**src/rtl/mul_sched_if.sv**
```systemverilog
// Bus interface for mul_sched: requester handshake, multiplier issue/return,
// tagged result and flush/drain control. The perf counter signals exist only
// when MUL_SCHED_PERF_EN is defined.
interface mul_sched_if #(
  parameter int N_REQ = 4,
  parameter int W     = 4
);
  localparam int ID_W = $clog2(N_REQ);

  logic [N_REQ-1:0]   req_valid;
  logic [N_REQ*W-1:0] req_a;
  logic [N_REQ*W-1:0] req_b;
  logic [N_REQ-1:0]   req_ready;
  logic [W-1:0]       mul_a;
  logic [W-1:0]       mul_b;
  logic               mul_vld;
  logic [2*W-1:0]     mul_res;
  logic               rsp_valid;
  logic [ID_W-1:0]    rsp_id;
  logic [2*W-1:0]     rsp_data;
  logic               flush;
  logic               flush_done;
  logic               busy;
`ifdef MUL_SCHED_PERF_EN
  logic [15:0]        perf_issue_cnt;
  logic [15:0]        perf_stall_cnt;
`endif

  // Environment side: requesters, multiplier model and flush controller
  modport master (
    output req_valid, req_a, req_b, mul_res, flush,
    input  req_ready, mul_a, mul_b, mul_vld, rsp_valid, rsp_id, rsp_data,
           flush_done, busy
`ifdef MUL_SCHED_PERF_EN
    , input perf_issue_cnt, perf_stall_cnt
`endif
  );

  // Scheduler side
  modport slave (
    input  req_valid, req_a, req_b, mul_res, flush,
    output req_ready, mul_a, mul_b, mul_vld, rsp_valid, rsp_id, rsp_data,
           flush_done, busy
`ifdef MUL_SCHED_PERF_EN
    , output perf_issue_cnt, perf_stall_cnt
`endif
  );
endinterface

```
**src/rtl/mul_sched.sv**
```systemverilog
// mul_sched: round-robin scheduler sharing one pipelined multiplier among
// N_REQ requesters. Each issued operand pair carries its requester ID down a
// tag pipeline matched to the multiplier latency so products come back tagged.
// A flush/drain FSM lets upstream control quiesce the multiplier.
// Optional macro MUL_SCHED_PERF_EN adds saturating issue/stall counters.
module mul_sched #(
  parameter int N_REQ = 4,
  parameter int W     = 4,
  parameter int LAT   = 2
) (
  input  logic        clk,
  input  logic        rst,
  mul_sched_if.slave  bus
);
  localparam int ID_W = $clog2(N_REQ);

  localparam logic [1:0] RUN   = 2'd0;
  localparam logic [1:0] DRAIN = 2'd1;
  localparam logic [1:0] DONE  = 2'd2;

  logic [1:0]      state_q, state_d;
  logic [ID_W-1:0] ptr_q, ptr_d;

  logic [N_REQ-1:0] grant;
  logic             grant_any;
  logic [ID_W-1:0]  grant_id;
  logic [W-1:0]     sel_a, sel_b;

  logic [W-1:0]     mul_a_q, mul_b_q;
  logic             mul_vld_q;

  // Tag entry k is visible k+1 cycles after the accept; entry LAT lines up
  // with the product on mul_res.
  logic [LAT:0]     tag_vld_q;
  logic [ID_W-1:0]  tag_id_q [LAT+1];

  logic             rsp_valid_q;
  logic [ID_W-1:0]  rsp_id_q;
  logic [2*W-1:0]   rsp_data_q;
  logic             busy;

  // Round-robin search starting at ptr; blocked outside RUN
  always_comb begin
    int idx;
    grant     = '0;
    grant_any = 1'b0;
    grant_id  = '0;
    idx       = 0;
    if (state_q == RUN) begin
      for (int k = 0; k < N_REQ; k++) begin
        idx = (int'(ptr_q) + k) % N_REQ;
        if (!grant_any && bus.req_valid[ID_W'(idx)]) begin
          grant_any             = 1'b1;
          grant[ID_W'(idx)]     = 1'b1;
          grant_id              = ID_W'(idx);
        end
      end
    end
  end

  // Operand mux for the granted requester and next pointer
  always_comb begin
    sel_a = bus.req_a[grant_id*W +: W];
    sel_b = bus.req_b[grant_id*W +: W];
    ptr_d = grant_any ? ID_W'((int'(grant_id) + 1) % N_REQ) : ptr_q;
  end

  assign busy = mul_vld_q | (|tag_vld_q) | rsp_valid_q;

  // Flush/drain state transitions
  always_comb begin
    state_d = state_q;
    case (state_q)
      RUN:     if (bus.flush) state_d = DRAIN;
      DRAIN:   if (!busy)     state_d = DONE;
      DONE:    if (!bus.flush) state_d = RUN;
      default: state_d = RUN;
    endcase
  end

  // Control state: FSM and round-robin pointer
  always_ff @(posedge clk) begin
    if (rst) begin
      state_q <= RUN;
      ptr_q   <= '0;
    end else begin
      state_q <= state_d;
      ptr_q   <= ptr_d;
    end
  end

  // Issue register: operands hold when nothing is accepted
  always_ff @(posedge clk) begin
    if (rst) begin
      mul_vld_q <= 1'b0;
      mul_a_q   <= '0;
      mul_b_q   <= '0;
    end else begin
      mul_vld_q <= grant_any;
      if (grant_any) begin
        mul_a_q <= sel_a;
        mul_b_q <= sel_b;
      end
    end
  end

  // Tag pipeline shifted in step with the issue register
  always_ff @(posedge clk) begin
    if (rst) begin
      tag_vld_q <= '0;
      for (int k = 0; k <= LAT; k++) tag_id_q[k] <= '0;
    end else begin
      tag_vld_q   <= {tag_vld_q[LAT-1:0], grant_any};
      tag_id_q[0] <= grant_id;
      for (int k = 1; k <= LAT; k++) tag_id_q[k] <= tag_id_q[k-1];
    end
  end

  // Result register: pulse on valid, id/data hold between pulses
  always_ff @(posedge clk) begin
    if (rst) begin
      rsp_valid_q <= 1'b0;
      rsp_id_q    <= '0;
      rsp_data_q  <= '0;
    end else begin
      rsp_valid_q <= tag_vld_q[LAT];
      if (tag_vld_q[LAT]) begin
        rsp_id_q   <= tag_id_q[LAT];
        rsp_data_q <= bus.mul_res;
      end
    end
  end

`ifdef MUL_SCHED_PERF_EN
  logic [15:0] issue_cnt_q, stall_cnt_q;

  // Saturating counters of accepted transfers and starved request cycles
  always_ff @(posedge clk) begin
    if (rst) begin
      issue_cnt_q <= '0;
      stall_cnt_q <= '0;
    end else begin
      if (grant_any && issue_cnt_q != 16'hFFFF)
        issue_cnt_q <= issue_cnt_q + 16'd1;
      if ((|bus.req_valid) && !grant_any && stall_cnt_q != 16'hFFFF)
        stall_cnt_q <= stall_cnt_q + 16'd1;
    end
  end

  assign bus.perf_issue_cnt = issue_cnt_q;
  assign bus.perf_stall_cnt = stall_cnt_q;
`endif

  assign bus.req_ready  = grant;
  assign bus.mul_a      = mul_a_q;
  assign bus.mul_b      = mul_b_q;
  assign bus.mul_vld    = mul_vld_q;
  assign bus.rsp_valid  = rsp_valid_q;
  assign bus.rsp_id     = rsp_id_q;
  assign bus.rsp_data   = rsp_data_q;
  assign bus.flush_done = (state_q == DONE);
  assign bus.busy       = busy;
endmodule

```
**src/flat_wrapper.sv**
```systemverilog
// flat-port wrapper written by rule: the top's interface ports become plain ports
module mul_sched_flat 
#(
  parameter int N_REQ = 4,
  parameter int W     = 4,
  parameter int LAT   = 2
)
  (clk, rst, bus_req_valid, bus_req_a, bus_req_b, bus_mul_res, bus_flush, bus_req_ready, bus_mul_a, bus_mul_b, bus_mul_vld, bus_rsp_valid, bus_rsp_id, bus_rsp_data, bus_flush_done, bus_busy);
  mul_sched_if #(.N_REQ(N_REQ), .W(W)) bus_i ();
  input  logic clk;
  input  logic rst;
  input wire logic [$bits(bus_i.req_valid)-1:0] bus_req_valid;
  input wire logic [$bits(bus_i.req_a)-1:0] bus_req_a;
  input wire logic [$bits(bus_i.req_b)-1:0] bus_req_b;
  input wire logic [$bits(bus_i.mul_res)-1:0] bus_mul_res;
  input wire logic [$bits(bus_i.flush)-1:0] bus_flush;
  output wire logic [$bits(bus_i.req_ready)-1:0] bus_req_ready;
  output wire logic [$bits(bus_i.mul_a)-1:0] bus_mul_a;
  output wire logic [$bits(bus_i.mul_b)-1:0] bus_mul_b;
  output wire logic [$bits(bus_i.mul_vld)-1:0] bus_mul_vld;
  output wire logic [$bits(bus_i.rsp_valid)-1:0] bus_rsp_valid;
  output wire logic [$bits(bus_i.rsp_id)-1:0] bus_rsp_id;
  output wire logic [$bits(bus_i.rsp_data)-1:0] bus_rsp_data;
  output wire logic [$bits(bus_i.flush_done)-1:0] bus_flush_done;
  output wire logic [$bits(bus_i.busy)-1:0] bus_busy;
  assign bus_i.req_valid = bus_req_valid;
  assign bus_i.req_a = bus_req_a;
  assign bus_i.req_b = bus_req_b;
  assign bus_i.mul_res = bus_mul_res;
  assign bus_i.flush = bus_flush;
  assign bus_req_ready = bus_i.req_ready;
  assign bus_mul_a = bus_i.mul_a;
  assign bus_mul_b = bus_i.mul_b;
  assign bus_mul_vld = bus_i.mul_vld;
  assign bus_rsp_valid = bus_i.rsp_valid;
  assign bus_rsp_id = bus_i.rsp_id;
  assign bus_rsp_data = bus_i.rsp_data;
  assign bus_flush_done = bus_i.flush_done;
  assign bus_busy = bus_i.busy;
  mul_sched #(.N_REQ(N_REQ), .W(W), .LAT(LAT)) u_core (.clk(clk), .rst(rst), .bus(bus_i));
endmodule
```
**config.mk**
```make
export PLATFORM = sky130hd
export DESIGN_NAME = mul_sched_flat
export DESIGN_NICKNAME = d
export VERILOG_FILES = /design/src/rtl/mul_sched_if.sv /design/src/rtl/mul_sched.sv /design/src/flat_wrapper.sv
export SDC_FILE = /design/constraint.sdc
export NUM_CORES = 1
export LEC_CHECK = 0
export BUFFER_PORTS_ARGS = -buffer_cell sky130_fd_sc_hd__buf_2
export CORE_MARGIN = 2
export CORE_UTILIZATION = 46
export CTS_BUF_LIST = sky130_fd_sc_hd__clkbuf_4
export CTS_CLUSTER_DIAMETER = 100
export DETAILED_ROUTE_END_ITERATION = 8
export GPL_TIMING_DRIVEN = 0
export PLACE_DENSITY = 0.82
export SYNTH_ARGS = -nofsm -noshare
export SYNTH_HDL_FRONTEND = slang
export SYNTH_SLANG_ARGS = --single-unit
```
**constraint.sdc**
```tcl
create_clock -name clk -period 2.82 [get_ports clk]
set_clock_uncertainty 0.1 [all_clocks]
set_input_delay 0.141 -clock clk [delete_from_list [all_inputs] [get_ports clk]]
set_output_delay 0.141 -clock clk [all_outputs]
set_load 0.02 [all_outputs]
```
# Word-level counts from Yosys, hierarchy flattened
# Memory sizes are Yosys's and may differ from the RTL's. A register that Yosys moved wholly into a read port is not among the register bits.
# Cells that the tools add are included.
[totals]
memories = 1
output_inout_bits = 26
ram_bits = 6
input_bits = 47
register_bits = 25
elab_cells = 100
[mem_list]
columns = ["name", "depth", "width", "rd", "rd_ports_with_merged_regs", "write_ports", "line_no", "source"]
rows = [
  ["u_core.tag_id_q", 3, 2, 3, 1, 3, "mul_sched.sv:35", "logic [ID_W-1:0] tag_id_q [LAT+1];"],
]
[classes]
bitwise = 8
addsub = 4
eq_ne = 5
mux = 51
magnitude_cmp = 8
reduce_logical = 13
n_shift = 2
[ops]
columns = ["operator", "count"]
rows = [
  ["two-way mux 4 bit", 8],
  ["variable part select 16 x 5 -> 4 bit", 2],
  ["two-way mux 1 bit", 23],
  ["two-way mux 2 bit", 11],
  ["less-than comparator 2 x 4 -> 1 bit, second input constant", 4],
  ["bitwise OR 4 bit", 3],
  ["binary-select mux 1 bit (select 2 bit)", 4],
  ["demux 1 bit (select 2 bit)", 4],
  ["greater-or-equal comparator 2 x 1 -> 1 bit, second input constant", 4],
  ["logical AND 1 bit", 7],
  ["inequality test 2 bit, second input constant", 3],
  ["case mux 2 bit (3 select lines)", 1],
  ["bitwise OR 1 bit", 5],
  ["adder 2 x 1 -> 2 bit, second input constant", 2],
  ["adder 2 bit, second input constant", 2],
  ["zero test 1 bit", 3],
  ["AND reduction 3 bit", 1],
  ["OR reduction 3 bit", 1],
  ["equality test 2 x 1 -> 1 bit, second input constant", 1],
  ["equality test 2 bit, second input constant", 1],
  ["zero test 2 bit", 1],
]

# Longest topological paths before layout
# Gate-level depths: netlist (run 1).
[logic_depth]
ltp_word = 18
mapped_depth = 11
ltp_nobuf = 8

# Worst setup path after synthesis (run 1)
# No wires, ideal clock.
[synth_path]
path_kind = "reg2reg"
startpoint = "reg u_core.ptr_q[1]"
endpoint = "reg u_core.mul_a_q[0] (netlist: u_core.bus.mul_a[0])"
stages_incl_launch_ff = 12
path_buffers = 3
setup_ns = 0.133
path_slack_ns = -0.045
synth_period_minus_slack_ns = 2.865
arrival_time_ns = 2.632
required_time_ns = 2.587
path_cell_list = "dfxtp_1 > clkbuf_1 > inv_1 > ha_1 > mux4_2 > nor2b_1 > buf_4 > o21ai_2 > a21oi_2 > buf_4 > mux2i_1 > o221ai_1"
[synth_via]
elab_chain_cells = 18
elab_cells_between_ends = 35
classes_between = "add/sub: 3; shift: 1; mux: 25; reduce/logical: 6"
[synth_lines]
columns = ["element", "line_no", "source"]
rows = [
  ["start, declared", "mul_sched.sv:22", "logic [ID_W-1:0] ptr_q, ptr_d;"],
  ["start signal, assigned", "mul_sched.sv:88", "ptr_q <= ptr_d;"],
  ["binary-select mux 1 bit (select 2 bit)", "mul_sched.sv:52", "if (!grant_any && bus.req_valid[ID_W'(idx)]) begin"],
  ["two-way mux 1 bit (not written as such) (2 in a row)", "mul_sched.sv:52", ""],
  ["two-way mux 1 bit", "mul_sched.sv:52", ""],
  ["two-way mux 1 bit", "mul_sched.sv:49", "if (state_q == RUN) begin"],
  ["zero test 1 bit", "mul_sched.sv:52", ""],
  ["logical AND 1 bit", "mul_sched.sv:52", ""],
  ["two-way mux 1 bit", "mul_sched.sv:52", ""],
  ["two-way mux 1 bit", "mul_sched.sv:49", ""],
  ["zero test 1 bit", "mul_sched.sv:52", ""],
  ["logical AND 1 bit", "mul_sched.sv:52", ""],
  ["two-way mux 1 bit", "mul_sched.sv:52", ""],
  ["two-way mux 1 bit", "mul_sched.sv:49", ""],
  ["zero test 1 bit", "mul_sched.sv:52", ""],
  ["logical AND 1 bit", "mul_sched.sv:52", ""],
  ["two-way mux 2 bit", "mul_sched.sv:52", ""],
  ["two-way mux 2 bit", "mul_sched.sv:49", ""],
  ["variable part select 16 x 5 -> 4 bit", "mul_sched.sv:63", "sel_a = bus.req_a[grant_id*W +: W];"],
  ["end signal, assigned", "mul_sched.sv:101", "mul_a_q <= sel_a;"],
  ["end, declared", "mul_sched.sv:29", "logic [W-1:0] mul_a_q, mul_b_q;"],
]
# Parallel ways exist; a longest one is shown, timed or not. The select of a mux whose other input is x is not followed.
# A chain may end at the register's enable or synchronous reset.

# Final worst setup path (run 1)
[layout_path]
startpoint = "reg u_core.ptr_q[1]"
endpoint = "out bus_req_ready[1]"
[layout_via]
elab_chain_cells = 17
elab_cells_between_ends = 58
classes_between = "add/sub: 3; order compare: 8; mux: 34; bitwise: 3; reduce/logical: 10"
[layout_lines]
columns = ["element", "line_no", "source"]
rows = [
  ["parallel branches: the longest is 15 deep, another holds less-than comparator 2 x 4 -> 1 bit", "-", ""],
  ["two-way mux 4 bit *", "mul_sched.sv:52", ""],
  ["two-way mux 4 bit *", "mul_sched.sv:49", ""],
  ["end, declared", "flat_wrapper.sv:17", "output wire logic [$bits(bus_i.req_ready)-1:0] bus_req_ready;"],
]
# Mark *: on every way between the ends. The select of a mux whose other input is x is not followed.

==> impl_metrics.ini, run 1 <==
[worst_setup_path]
r2r_start = u_core.ptr_q[1]
cp-end-kind = output port
critPathMaxFanout = 10
startpoint = u_core.ptr_q[1]
path_class = flip-flop to output port
worstPathArrival_ns = 2.45
critPathRequiredTime_ns = 2.58
crit_path_start_kind = flip-flop
rrSetupSlack_ns = 0.15

[sta]
setup-violations-final = 0
fin_ws_ns = 0.126
whs_ns = 0.0252
tightestPinTransition_ns = 0.691
fin_crit_ns = 2.69
slew_viol_final = 0
fin_crit_sh_pct = 95.5
fmaxAchievable_mhz = 371
slew_headroom_pct = 54.0
hold_viol = 0
fin_tns_setup_ns = 0

[clock_tree]
clock_sinks = 32
cts_tree = built
clock-root-buffer = clkbuf_4
clock_path_buffers = 2
h-tree-depth = 2
cts_buffers = 5
clock_latency_ns = 0.32
clkTransAtPathRegs_ns = 0.09

[placed_design]
dpl_cell_area_um2 = 2360
post-place-ws_ns = -0.410
hpwl_mm = 3.52
place_congestion = 0.879
io_buffers = 72

[final_layout]
final_area_um2 = 2660
n_fill_cell = 332
area_delta_synth_final_pct = 37.4
diodes = 0
layout-drive-gt1-share_pct = 37.2
nets = 366

[synth]
synth_compound_area_share_pct = 22.5
ys_top_cells_by_count = dfxtp_1, mux2i_1, nor2_1
synth_nets = 265
synth_edf_count = 0
syn-cell-area_um2 = 1940
postSynthRegisterBits = 32
yosysMostFrequentCell = dfxtp_1
synth_simple_gate_area_share_pct = 18.1
synth_top_family_by_area = compound AO/OA/AOI/OAI gates
synth_top_flop_cell = dfxtp_1
muxShareOfSynthArea_pct = 16.5
yosys_warnings = 0
yosysTopAreaCellShare_pct = 33.1
ys_types = 45
avgSynthCellArea_um2 = 9.23
netlist_top_cells_area = dfxtp_1, mux2i_1, ha_1
synth_area_leader_cell = dfxtp_1
yosys.area_share.xor_xnor_pct = 0
postSynth.asyncResetShare_pct = 0
seq_area_frac_synth_pct = 33.1
synthAdderAreaFrac_pct = 5.16
netlist_instances = 210

[power]
p_int_mw = 1.43
power_density_nw_per_um2 = 967
leakagePower_nw = 1.18
sequentialPowerShare_pct = 23.7
p_clk_share_pct = 10.0
peakVddDrop_mv = 0.438
pwr-share-comb_pct = 66.3
total_power_mw = 2.58
switching_power_mw = 1.14
p_sw_share_pct = 44.4

[min_path]
min_path_type = input pin to flip-flop
hp-start = bus_req_b[10]

[global_routing]
grt_overflow_total = 0
grt_max_degree = 11
antenna_found_initial = 0
grt_usage_pct = 21.8
grt_pass1_wl_mm = 7.76
grt_pass1_vias = 1763

[detailed_routing]
viasPerCell = 5.57
vias = 2017
ant_nets = 0
drt_first_iter_violations = 114
wirelength_mm = 5.21
wire_per_inst_um = 14.4
dr.pass1.iters = 4
drc = 0

[outcome]
outcome = finished clean

[floorplanning]
ios = 73
die_h_um = 68.9
num_rows = 23
die_area_um2 = 4750
die_w_um = 68.9
start_util_pct = 48.1
fp.coreArea_um2 = 4030

[run]
max-cap-violations = 0
logic make-up after synthesis:
| group | Yosys count |
|---|---|
| DFF | 32 |
| adders and majority gates | 8 |
| AOI/OAI and AO/OA | 59 |
| buffers and inverters | 17 |
| muxes | 27 |
| and+or+nand+nor | 67 |
power groups by stage:
stage / clock [mW] / sequential (mW) / combinational (mW)
after floorplan: 0 / 0.657 / 1.05
after global placement: 0 / 0.609 / 1.42
after detailed placement: 0 / 0.613 / 1.44
after CTS: 0.263 / 0.608 / 1.57
after global routing: 0.279 / 0.620 / 1.86
final: 0.257 / 0.611 / 1.71
sequential cells by signal, indices dropped and copies added, names as in the netlist:
signal and cells:
u_core.bus.rsp_data 8, u_core.tag_id_q 6, u_core.bus.mul_a 4, u_core.bus.mul_b 4, u_core.tag_vld_q 3, u_core.bus.rsp_id 2
u_core.ptr_q 2, u_core.state_q 2, u_core.bus.rsp_valid 1
final timing paths:
kind                                              end  cells after the start
worst max-delay path                 bus_req_ready[1]                      9
worst min-delay path              u_core.bus.mul_b[2]                      3
worst max register to register    u_core.bus.mul_b[1]                     10
worst min register to register  u_core.tag_id_q[2][0]                      1
stage by stage:
stage / std cells / utilization (%)
6_report: 362 / 66.1
5_1_grt: 362 / 66.1
4_1_cts: 354 / 64.4
3_5_place_dp: 332 / 58.6
3_3_place_gp: 332 / 58.6
2_1_floorplan: 210 / -
cells in the final DEF, fill, tap and decap left out, types with 2 or more instances in the layout:
cell and instances:
nor2b_1 11, nand3_1 2, a211oi_1 6, a21oi_1 6, nor3_1 4, dlygate4sd3_1 10
and3b_1 2, o2111ai_1 6, o21ai_0 5, dfxtp_1 30, mux4_2 4, buf_4 17
clkinvlp_4 3, nand3b_1 5, a31oi_1 3, o21ai_1 2, o21bai_1 3, nor2_1 22
ha_1 7, buf_2 71, nand2_1 13, a221oi_1 2, clkbuf_4 6, o211ai_1 3
mux2i_1 23, a31o_1 3, dfxtp_4 2, o21ai_2 2, clkbuf_1 5, a22oi_1 4
o221ai_1 5, inv_1 2
layout make-up:
cell class,count,area (um^2),share of cell area (%)
timing repair buffer,95,561,21.0
buffer,12,76.3,2.87
clock inverter,2,11.3,0.423
clock buffer,6,45.0,1.69
inverter,4,22.5,0.845
multi-input combinational,161,1240,46.5
tap,50,62.6,2.35
sequential,32,648,24.3
metal layers:
| metal | vias to the layer above | track usage (%) | wire length [um] |
|---|---|---|---|
| met1 | 941 | 27.8 | 2280 |
| met2 | 76 | 37.0 | 2590 |
| met4 | 0 | 5.88 | 61 |
| li1 | 993 | - | - |
| met3 | 7 | 4.71 | 290 |
| met5 | - | 0 | 0 |
repair_timing:
item,4_1_cts,5_1_grt
buffers inserted,4,9
endpoints found under the setup margin,16,13
resized for setup,12,6
pin swaps,1,2
hold buffers,10,0
hold endpoints to repair,10,0
worst max-delay path: stages, from the launching register on:
cell and delay, ns:
dfxtp_4 0.37, buf_8 0.13, clkinvlp_4 0.11, ha_4 0.29, mux4_2 0.35, or2_4 0.29, nor3b_4 0.23, a221oi_1 0.10
nor2_1 0.09, buf_2 0.17
Note: power is estimated with default switching activity, not from simulation.
==> run 2: changes to the inputs <==
- ABC_AREA: default -> 1
- PLACE_DENSITY: 0.82 -> 0.81
==> impl_metrics.ini, run 2 <==
[outcome]
outcome = finished clean

[global_routing]
grt_overflow_total = 0
grt_pass1_wl_mm = 8.47
grt_pass1_vias = 1973
antenna_found_initial = 0
grt_max_degree = 12
grt_usage_pct = 20.2

[sta]
fin_crit_ns = 2.68
slew_headroom_pct = 69.0
rsz0062_at_grt = no
fin_crit_sh_pct = 94.9
fin_tns_setup_ns = 0
tightestPinTransition_ns = 0.466
setup-violations-final = 0
whs_ns = 0.00857
fmaxAchievable_mhz = 373
slew_viol_final = 0
hold_viol = 0
fin_ws_ns = 0.142

[worst_setup_path]
crit_buf_inv = 4
reg2reg_depth = 16
cp_top_family = simple AND/OR/NAND/NOR gates
cp_slowest_cell = dfxtp_2
critPathRequiredTime_ns = 2.58
cp-end-kind = output port
max_stage_delay_ns = 0.36
path_class = flip-flop to output port
cp_cell_sequence = buf_4 > inv_2 > ha_4 > inv_2 > nand3_1 > nand2_2 > nand3_1 > nor2_2 > nand2_1 > a41oi_1 > buf_4
crit_path_start_kind = flip-flop
worstPathArrival_ns = 2.44
critPathMaxFanout = 8
cp_num_cells = 11

[floorplanning]
fp.coreArea_um2 = 4320
die_area_um2 = 4980
die_h_um = 70.6
start_util_pct = 47.2
ios = 73
num_rows = 24
die_w_um = 70.6

[clock_tree]
postCtsSetupBuffers = 0
clock_path_buffers = 2
clkTransAtPathRegs_ns = 0.10
clock-root-buffer = clkbuf_4
h-tree-depth = 2
clock_sinks = 32
cts_buffers = 5
clock_latency_ns = 0.33
cts_tree = built

[power]
power_density_nw_per_um2 = 1030
total_power_mw = 2.75
switching_power_mw = 1.38
peakVddDrop_mv = 0.584
leakagePower_nw = 1.41
pwr-share-comb_pct = 65.7
sequentialPowerShare_pct = 22.0
p_sw_share_pct = 50.3
p_clk_share_pct = 12.3
p_int_mw = 1.37

[synth]
yosysTopAreaCellShare_pct = 31.4
seq_area_frac_synth_pct = 31.4
synth_top_flop_cell = dfxtp_1
netlist_top_cells_area = dfxtp_1, nand2_1, nor2_1
syn-cell-area_um2 = 2040
synth_area_leader_cell = dfxtp_1
ys_top_cells_by_count = nand2_1, nor2_1, dfxtp_1
avgSynthCellArea_um2 = 6.64
yosysMostFrequentCell = nand2_1
ys_types = 28
yosys_warnings = 0
synth_nets = 362
netlist_instances = 307
synth_edf_count = 0
postSynth.asyncResetShare_pct = 0
postSynthRegisterBits = 32

[detailed_routing]
wirelength_mm = 4.93
dr.pass1.iters = 4
drt_first_iter_violations = 122
vias = 2190
ant_nets = 0
viasPerCell = 4.89
drc = 0
wire_per_inst_um = 11.0

[final_layout]
final_cells = 448
final_area_um2 = 2660
largest_register_ffs = 8
n_fill_cell = 415
layout-drive-gt1-share_pct = 29.3
nets = 450
diodes = 0
final_cell_mix = nand2_1, buf_2, nor2_1, dfxtp_1, inv_1
finalCoreUtilization_pct = 61.5
final_common_cell = nand2_1
area_delta_synth_final_pct = 30.4

[min_path]
min_path_type = input pin to flip-flop
hold_depth = 4

[placed_design]
dp.cells = 431
dpl_cell_area_um2 = 2460
hpwl_mm = 3.79
post-place-ws_ns = 0.195
io_buffers = 72
place_congestion = 0.901

[run]
max-cap-violations = 0
## run 2: cell count changes after synthesis, moves of 16 or more
cell | before | now
nand2_1 | 13 | 111
mux2i_1 | 23 | 0
nand4_1 | 0 | 16
inv_1 | 4 | 25
nand3_1 | 2 | 23
## run 2: area by class of cell
class | instances | area (um^2) | share of cell area, %
Buffer | 14 | 86.3 | 3.25
Clock buffer | 5 | 37.5 | 1.41
Clock inverter | 3 | 42.5 | 1.60
Inverter | 30 | 115 | 4.33
Multi-Input combinational cell | 231 | 1210 | 45.7
Sequential cell | 32 | 646 | 24.3
Tap cell | 52 | 65.1 | 2.45
Timing Repair Buffer | 81 | 453 | 17.0
## run 2: timing repair
action | CTS | global route
endpoints found under the setup margin | 2 | 2
resized for setup | 4 | 4
hold endpoints to repair | 10 | 0
hold buffers | 9 | 0
pin swaps | 0 | 1
## run 2: kinds of logic (layout without fill, tap and decap cells)
| logic type | Yosys count | in the layout | share of synthesized area [%] |
|---|---|---|---|
| buf+inv | 44 | 133 | 9.75 |
| fa+ha+maj | 8 | 8 | 4.91 |
| simple gates | 200 | 200 | 47.2 |
| compound gates | 23 | 23 | 6.75 |
| flops | 32 | 32 | 31.4 |
## run 2: path summary, 6_finish.rpt
kind / start / endpoint / slack (ns)
worst max-delay path: u_core.ptr_q[1] / bus_req_ready[2] / 0.14
worst min register to register: u_core.tag_id_q[0][0] / u_core.tag_id_q[1][0] / 0.30
worst min-delay path: rst / u_core.bus.mul_a[3] / 0.009
worst max register to register: u_core.ptr_q[1] / u_core.bus.mul_a[0] / 0.42
## run 2: per-layer routing
metal  global-route usage, %  vias to the layer above  wire length [um]  share of wire, %
met4                    4.61                        0                57               1.2
met5                       0                        -                 0                 0
met1                    27.4                      943              2220                45
met3                    4.99                        8               331               6.7
li1                        -                     1162                 -                 -
met2                    32.8                       77              2320                47
## run 2: power groups by stage
stage / sequential (mW) / combinational [mW] / clock (mW)
floorplan: 0.671 / 1.30 / 0
global placement: 0.608 / 1.72 / 0
detailed placement: 0.608 / 1.75 / 0
CTS: 0.602 / 1.77 / 0.349
global route: 0.620 / 2.02 / 0.374
finish: 0.605 / 1.81 / 0.339
## run 2: worst min-delay path: cells and delay by family
kind	cells	cell delay, ns
AND/OR/NAND/NOR	2	0.10
buffers and inverters	2	0.15
==> run 3: changes to the inputs <==
- CORE_UTILIZATION: 46 -> 40
- PLACE_DENSITY: 0.81 -> 0.77
- clock period: 2.82 -> 3.4 ns (I/O delays scaled with it)
==> impl_metrics.ini, run 3 (synthesis gave the netlist of run 2 again) <==
[detailed_routing]
viasPerCell = 4.75
drc = 0
wire_per_inst_um = 11.2
ant_nets = 0
wirelength_mm = 5.18
drt_first_iter_violations = 122
vias = 2195
dr.pass1.iters = 4

[min_path]
hp-start = bus_flush
hold_depth = 3
worstHoldEndpoint = u_core.state_q[0]
min_path_type = input pin to flip-flop

[final_layout]
nets = 449
final_cell_mix = nand2_1, buf_2, nor2_1, dfxtp_1, inv_1
final_area_um2 = 2640
final_common_cell = nand2_1
final_cells = 462
layout-drive-gt1-share_pct = 27.6
area_delta_synth_final_pct = 29.4
n_fill_cell = 479
largest_register_ffs = 8
finalCoreUtilization_pct = 54.8
diodes = 0

[sta]
fmaxAchievable_mhz = 337
whs_ns = 0.00569
fin_crit_ns = 2.97
slew_viol_final = 0
rsz0062_at_grt = no
fin_ws_ns = 0.430
fin_tns_setup_ns = 0
tightestPinTransition_ns = 0.478
slew_headroom_pct = 68.1
hold_viol = 0
setup-violations-final = 0
fin_crit_sh_pct = 87.3

[power]
p_sw_share_pct = 50.5
peakVddDrop_mv = 0.359
leakagePower_nw = 1.41
sequentialPowerShare_pct = 22.3
total_power_mw = 2.24
p_int_mw = 1.11
power_density_nw_per_um2 = 848
switching_power_mw = 1.13
p_clk_share_pct = 12.3
pwr-share-comb_pct = 65.4

[placed_design]
io_buffers = 72
dpl_cell_area_um2 = 2480
hpwl_mm = 3.98
post-place-ws_ns = 0.799
place_congestion = 0.912
dp.cells = 446

[global_routing]
grt-busiest-layer = met2
grt_pass1_vias = 2000
grt_usage_pct = 18.9
grtUsageMet2_pct = 31.2
grt_max_degree = 11
grt_overflow_total = 0
use_met1_pct = 24.2
antenna_found_initial = 0
grtUsageMet3_pct = 4.50
grt_pass1_wl_mm = 8.48

[worst_setup_path]
critPathMaxFanout = 8
reg2reg_depth = 16
r2r_end = u_core.bus.mul_b[0]
critPathRequiredTime_ns = 3.13
rrSetupSlack_ns = 0.77
worstPathArrival_ns = 2.70
crit_path_start_kind = flip-flop
path_class = flip-flop to output port
r2r_start = u_core.ptr_q[1]
cp-end-kind = output port

[clock_tree]
clkTransAtPathRegs_ns = 0.09
clock-root-buffer = clkbuf_4
clock_latency_ns = 0.33
postCtsSetupBuffers = 0
h-tree-depth = 2
clock_sinks = 32
cts_buffers = 5
cts_tree = built
clock_path_buffers = 2

[floorplanning]
ios = 73
fp.coreArea_um2 = 4820
start_util_pct = 42.3
die_area_um2 = 5690
num_rows = 25
die_h_um = 75.4
die_w_um = 75.4

[outcome]
outcome = finished clean

[run]
max-cap-violations = 0
[run 3: layout make-up]
type                    instances  area (um^2)  share of cell area, %
multi-input cells             231         1200                   45.5
repair buffers                 80          440                   16.7
inverters                      30          115                   4.36
clock buffers                   5         37.5                   1.42
flip-flops and latches         32          641                   24.3
clock inverters                 3         37.5                   1.42
well taps                      67         83.8                   3.18
plain buffers                  14         83.8                   3.18
[run 3: how the worst max path moves through the flow]
stage,startpoint,end,slack (ns),cells past startpoint
2_1_floorplan,u_core.ptr_q[1],bus_req_ready[2],1.07,10
3_3_place_gp,u_core.ptr_q[1],u_core.bus.mul_b[0],0.81,16
3_5_place_dp,u_core.ptr_q[1],u_core.bus.mul_b[0],0.80,16
4_1_cts,u_core.ptr_q[1],bus_req_ready[3],0.45,11
5_1_grt,u_core.ptr_q[1],bus_req_ready[3],0.22,11
6_report,u_core.ptr_q[1],bus_req_ready[3],0.43,11
[run 3: power by group through the flow]
stage,registers (mW),clock network [mW],logic [mW]
finish,0.499,0.276,1.46
global route,0.510,0.298,1.66
CTS,0.500,0.278,1.47
detailed placement,0.508,0,1.45
global placement,0.504,0,1.43
floorplan,0.557,0,1.08
[run 3: layer usage]
metal  up-vias  routed length (um)
li1       1159                   -
met2        79                2420
met4         0                 114
met1       942                2310
met5         -                   0
met3        15                 341
[run 3: repair_timing]
action,4_1_cts,5_1_grt
resized for setup,0,0
hold endpoints to repair,8,0
endpoints found under the setup margin,0,0
hold buffers,8,0
[run 3: worst max-delay path: stages (launching register included)]
cell	delay, ns
dfxtp_1	0.41
buf_2	0.24
inv_2	0.13
ha_1	0.34
inv_1	0.13
nand3_1	0.10
nand2_2	0.13
nand3_1	0.14
nor2_1	0.25
nand2_1	0.09
a41oi_1	0.21
buf_2	0.20
